==> src/rtl/intr_pkg.sv <==
// Shared definitions for the interrupt controllers: FSM state encoding
// and default sizing constants.
package intr_pkg;

  typedef logic [2:0] state_t;

  localparam state_t ST_IDLE    = 3'b001;
  localparam state_t ST_SERVICE = 3'b010;
  localparam state_t ST_RELEASE = 3'b100;

  localparam int unsigned NINTR_DEF   = 4;
  localparam int unsigned TIMEOUT_DEF = 16;

endpackage

==> src/rtl/rr_priority_pick.sv <==
// Rotating-priority picker: first set bit of vec searching upward from ptr,
// wrapping modulo NINTR.
module rr_priority_pick
  import intr_pkg::*;
#(
  parameter  int unsigned NINTR = NINTR_DEF,
  localparam int unsigned IDW   = $clog2(NINTR)
) (
  input  logic [NINTR-1:0] vec,
  input  logic [IDW-1:0]   ptr,
  output logic [IDW-1:0]   idx,
  output logic             valid
);

  logic [NINTR-1:0] rot;
  logic [IDW-1:0]   src;
  logic [IDW-1:0]   off;
  logic             found;

  always_comb begin
    rot   = '0;
    src   = '0;
    off   = '0;
    found = 1'b0;
    // rot[0] is the source at ptr, so the lowest set bit of rot is the winner
    for (int i = 0; i < int'(NINTR); i++) begin
      src    = IDW'((i + int'(ptr)) % int'(NINTR));
      rot[i] = vec[src];
    end
    for (int i = 0; i < int'(NINTR); i++) begin
      if (!found && rot[i]) begin
        off   = IDW'(i);
        found = 1'b1;
      end
    end
    idx   = IDW'((int'(off) + int'(ptr)) % int'(NINTR));
    valid = |vec;
  end

endmodule

==> src/rtl/intr_rr_scheduler.sv <==
// Round-robin interrupt scheduler: latches requests, grants one source at a
// time, and holds the grant until done or service timeout.
//
//   state   | meaning
//   IDLE    | no grant; grant winner as soon as any eligible request exists
//   SERVICE | grant active; wait for done or timeout
//   RELEASE | one dead cycle after a grant ends
module intr_rr_scheduler
  import intr_pkg::*;
#(
  parameter  int unsigned NINTR   = NINTR_DEF,
  parameter  int unsigned TIMEOUT = TIMEOUT_DEF,
  localparam int unsigned IDW     = $clog2(NINTR),
  localparam int unsigned CW      = $clog2(TIMEOUT)
) (
  input  logic             clk,
  input  logic             reset_n,
  input  logic [NINTR-1:0] req,
  input  logic [NINTR-1:0] mask,
  input  logic             done,
  output logic [NINTR-1:0] ack,
  output logic             irq,
  output logic [IDW-1:0]   id,
  output logic             timeout_err
);

  state_t           state_q, state_d;
  logic [NINTR-1:0] pend_q, pend_d;
  logic [IDW-1:0]   ptr_q, ptr_d;
  logic [CW-1:0]    cnt_q, cnt_d;
  logic [NINTR-1:0] ack_q, ack_d;
  logic             irq_q, irq_d;
  logic [IDW-1:0]   id_q, id_d;
  logic             terr_q, terr_d;

  logic [NINTR-1:0] clr;
  logic [IDW-1:0]   win_idx;
  logic             win_valid;
  logic             timeout_hit;
  logic [IDW-1:0]   ptr_after;

  rr_priority_pick #(.NINTR(NINTR)) u_pick (
    .vec   (pend_q & mask),
    .ptr   (ptr_q),
    .idx   (win_idx),
    .valid (win_valid)
  );

  assign timeout_hit = (cnt_q == CW'(TIMEOUT - 1));
  assign ptr_after   = (id_q == IDW'(NINTR - 1)) ? '0 : id_q + IDW'(1);

  always_ff @(posedge clk or negedge reset_n) begin
    if (!reset_n) begin
      state_q <= ST_IDLE;
      pend_q  <= '0;
      ptr_q   <= '0;
      cnt_q   <= '0;
      ack_q   <= '0;
      irq_q   <= 1'b0;
      id_q    <= '0;
      terr_q  <= 1'b0;
    end else begin
      state_q <= state_d;
      pend_q  <= pend_d;
      ptr_q   <= ptr_d;
      cnt_q   <= cnt_d;
      ack_q   <= ack_d;
      irq_q   <= irq_d;
      id_q    <= id_d;
      terr_q  <= terr_d;
    end
  end

  always_comb begin
    state_d = ST_IDLE;
    case (state_q)
      ST_IDLE:    state_d = win_valid ? ST_SERVICE : ST_IDLE;
      ST_SERVICE: state_d = (done || timeout_hit) ? ST_RELEASE : ST_SERVICE;
      ST_RELEASE: state_d = ST_IDLE;
      default:    state_d = ST_IDLE;
    endcase
  end

  always_comb begin
    ack_d  = ack_q;
    irq_d  = irq_q;
    id_d   = id_q;
    terr_d = 1'b0;
    ptr_d  = ptr_q;
    cnt_d  = cnt_q;
    clr    = '0;
    case (state_q)
      ST_IDLE: begin
        if (win_valid) begin
          ack_d          = '0;
          ack_d[win_idx] = 1'b1;
          irq_d          = 1'b1;
          id_d           = win_idx;
          clr[win_idx]   = 1'b1;
          cnt_d          = '0;
        end
      end
      ST_SERVICE: begin
        // done takes precedence over a coincident timeout
        if (done || timeout_hit) begin
          ack_d  = '0;
          irq_d  = 1'b0;
          ptr_d  = ptr_after;
          terr_d = !done;
        end else begin
          cnt_d = cnt_q + CW'(1);
        end
      end
      ST_RELEASE: ;
      default: begin
        ack_d = '0;
        irq_d = 1'b0;
        id_d  = '0;
      end
    endcase
  end

  assign pend_d = (pend_q & ~clr) | req;

  assign ack         = ack_q;
  assign irq         = irq_q;
  assign id          = id_q;
  assign timeout_err = terr_q;

endmodule
==> config.mk <==
export PLATFORM = sky130hd
export DESIGN_NAME = intr_rr_scheduler
export DESIGN_NICKNAME = d
export VERILOG_FILES = /design/src/rtl/intr_pkg.sv /design/src/rtl/rr_priority_pick.sv /design/src/rtl/intr_rr_scheduler.sv
export SDC_FILE = /design/constraint.sdc
export NUM_CORES = 1
export LEC_CHECK = 0
export BUFFER_PORTS_ARGS = -buffer_cell sky130_fd_sc_hd__buf_4
export CAP_MARGIN = 20
export CORE_AREA = 3 3 50 52
export DETAILED_ROUTE_END_ITERATION = 8
export DIE_AREA = 0 0 53 55
export PLACE_DENSITY = 0.78
export SLEW_MARGIN = 30
export SYNTH_ARGS = -nofsm -noshare
export SYNTH_HDL_FRONTEND = slang
export SYNTH_HIERARCHICAL = 1
export SYNTH_SLANG_ARGS = --single-unit
==> constraint.sdc <==
create_clock -name clk -period 6.5 [get_ports clk]
set_clock_uncertainty 0.1 [all_clocks]
set_input_delay 1.3 -clock clk [delete_from_list [all_inputs] [get_ports clk]]
set_output_delay 1.3 -clock clk [all_outputs]
set_load 0.05 [all_outputs]
==> impl_metrics.env <==
export IMPL_synth_distinct_cells=48
export IMPL_synth_xor_area_share_pct=1.481
export IMPL_cpMostUsedCell="xnor2_1"
export IMPL_viasPerCell=5.783
export IMPL_highest_layer="met4"
export IMPL_grt_antenna_before_repair=0
export IMPL_synth_seq_cells=21
export IMPL_synthMuxAreaShare_pct=4.339
export IMPL_synth_area_top_cells="dfrtp_1 42%, mux2i_1 3.4%, a21o_1 3.2%"
export IMPL_fp_dieArea_um2=2915
export IMPL_required_ns=6.60
export IMPL_grt_max_degree=22
export IMPL_cts_max_level=1
export IMPL_area_growth_pct=13.97
export IMPL_fin_tns_setup_ns=0
export IMPL_r2r_slack_ns=4.07
export IMPL_end_kind="register"
export IMPL_final_area_um2=1348
export IMPL_synth_simple_area_share_pct=20.00
export IMPL_min_path_type="register to register"
export IMPL_status="finished clean"
export IMPL_clock_latency_ns=0.30
export IMPL_ys_seq_area_share_pct=44.55
export IMPL_fin_nets=144
export IMPL_initial_core_util_pct=55.04
export IMPL_ant_nets=0
export IMPL_wirelength_mm=2.216
export IMPL_setup_viol=0
export IMPL_grt_ovfl_total=0
export IMPL_diodes=0
export IMPL_synthAdderAreaFrac_pct=3.175
export IMPL_path_max_fanout=8
export IMPL_root_buffer="clkbuf_4"
export IMPL_grt_pass1_wl_mm=3.691
export IMPL_r2r_cells=10
export IMPL_synth_top_family_by_area="compound AO/OA/AOI/OAI gates"
export IMPL_worstPathCellList="buf_4, and2_1, nor2_1, nor3_1, a21oi_1, o211ai_1, ha_1, xnor2_1, xnor2_1, or3_1, a21o_1"
export IMPL_fmax_mhz=321.3
export IMPL_drt_pass1_iter_count=4
export IMPL_r2r_start="pend_q[2]"
export IMPL_core_um2=2148
export IMPL_synth_avg_cell_area_um2=10.65
export IMPL_io_pins=19
export IMPL_yosys_warnings=6
export IMPL_synth_top_cell_area_share_pct=42.33
export IMPL_place_congestion=0.8506
export IMPL_cts_tree="done"
export IMPL_hold_viol_final=0
export IMPL_cp_arrival_ns=3.21
export IMPL_clk_pin_slew_ns=0.11
export IMPL_leakagePower_nw=0.6127
export IMPL_crit_path_start_kind="primary input"
export IMPL_r2r_end="pend_q[0]"
export IMPL_cp_num_buf_inv=1
export IMPL_synthCells=111
export IMPL_worst_pin_slew_ns=0.4224
export IMPL_cts_hold_buf=0
export IMPL_clockBufferDepth=2
export IMPL_whs_path_depth=1
export IMPL_drt_met1_wl_mm=1.054
export IMPL_slew_headroom_pct=71.71
export IMPL_wl_met3_um=133
export IMPL_synth_edff_count=0
export IMPL_wl_per_cell_um=14.11
export IMPL_async_reset_ff_share_pct=100.0
export IMPL_routed_via_count=908
export IMPL_power_density_nw_per_um2=460.3
export IMPL_die_w_um=53
export IMPL_total_power_mw=0.6203
export IMPL_slew_violations=0
export IMPL_min_period_ns=3.112
export IMPL_cpPeakStageDelay_ns=0.40
export IMPL_cpMaxStageDelayCell="or3_1"
export IMPL_synth_compound_area_share_pct=23.07
export IMPL_cts_setup_buffers=0
export IMPL_yosysTopAreaCell="dfrtp_1"
export IMPL_ir_drop_uv=262.4
export IMPL_fin_crit_sh_pct=47.88
export IMPL_io_buffers=18
export IMPL_grt_pass1_vias=802
export IMPL_maxCapViolCount=0
export IMPL_utilization_pct=62.73
export IMPL_grt_total_usage_pct=17.38
export IMPL_placed_area_um2=1320
export IMPL_fp_dieH_um=55
export IMPL_met2_length_mm=1.011
export IMPL_critPathTopFamily="simple AND/OR/NAND/NOR gates"
export IMPL_cp_depth=11
export IMPL_synth_nets=125
export IMPL_cts_resized=0
export IMPL_drive_gt1_share_pct=26.36
export IMPL_clkSinkCount=21
export IMPL_drt_iter0_markers=22
export IMPL_rsz0062_at_grt="false"
export IMPL_crit_type="primary input to register"
export IMPL_yosys_most_used_dff="dfrtp_1"
export IMPL_hold_path_end="pend_q[2]"
export IMPL_post_route_drc_count=0
export IMPL_min_from="pend_q[2]"
export IMPL_syn_area_um2=1182
export IMPL_numCtsBuffers=3
export IMPL_dpl_hpwl_mm=1.653
export IMPL_rows=17
## how the worst max path moves through the flow
stage                       start        end
final                     mask[2]  pend_q[0]
after global routing      mask[2]      id[1]
after CTS                 mask[2]  pend_q[0]
after detailed placement  mask[2]  pend_q[0]
after global placement    mask[2]  pend_q[0]
after floorplan           mask[2]  pend_q[0]
## registers in the layout, summed over array words and instances, names as in the netlist
register     flops
ptr_q            2
state_q          3
ack              4
cnt_q            4
pend_q           4
id               2
timeout_err      1
irq              1
## cells by family after synthesis
family / Yosys count
DFF: 21
buffers and inverters: 6
xor gates and xnor gates: 2
AOI/OAI and AO/OA: 33
muxes: 5
and+or+nand+nor: 41
adders and majority gates: 3
## cell type report
type,instances,area [um^2]
Sequential cell,21,526.8
Timing Repair Buffer,18,135.1
Fill cell,182,800.8
Clock inverter,1,5.005
Multi-Input combinational cell,84,615.6
Inverter,2,7.507
Tap cell,28,35.03
Clock buffer,3,22.52
## metal layers
layer	global-route usage (%)	vias up
li1	-	446
met1	24.32	436
met2	26.86	24
met3	5.362	2
met4	2.979	0
met5	0	-
## cells in the final DEF (no fill, tap or decap), types with 2 or more instances in the layout
cell type / instances
a21bo_2: 2
a21o_1: 5
a21oi_1: 3
a22oi_1: 2
a31oi_1: 2
and2_1: 4
buf_4: 18
clkbuf_4: 3
dfrtp_1: 20
ha_1: 3
inv_1: 2
mux2i_1: 4
nand2_1: 8
nand2b_1: 3
nand3_1: 3
nor2_1: 8
nor3_1: 3
o21ai_0: 3
o22ai_1: 2
xnor2_1: 2
## stage by stage
step / cells / worst slack (ns) / hold WS, ns
after global placement: 153 / 3.183 / 0.3523
after global routing: 157 / 3.165 / 0.4155
after floorplan: 111 / 3.289 / 0.3408
after CTS: 157 / 3.409 / 0.3861
final: 157 / 3.388 / 0.3811
after detailed placement: 153 / 3.076 / 0.3591
## synth_stat cells, types with 2 or more instances
master	n
inv_1	2
dfrtp_1	20
o21ai_0	3
nand3_1	3
a21bo_2	2
a21oi_1	3
ha_1	3
nand2_1	8
nor3_1	3
a22oi_1	2
a31oi_1	2
o22ai_1	2
mux2i_1	4
nand2b_1	3
xnor2_1	2
buf_6	2
and2_1	4
a21o_1	5
nor2_1	8
buf_2	2
## report_power, final
part / switching (mW) / internal (mW)
combinational: 0.189 / 0.147
clock: 0.0369 / 0.0229
sequential: 0.0488 / 0.175
No activity file was read; power rests on OpenSTA's default activity.
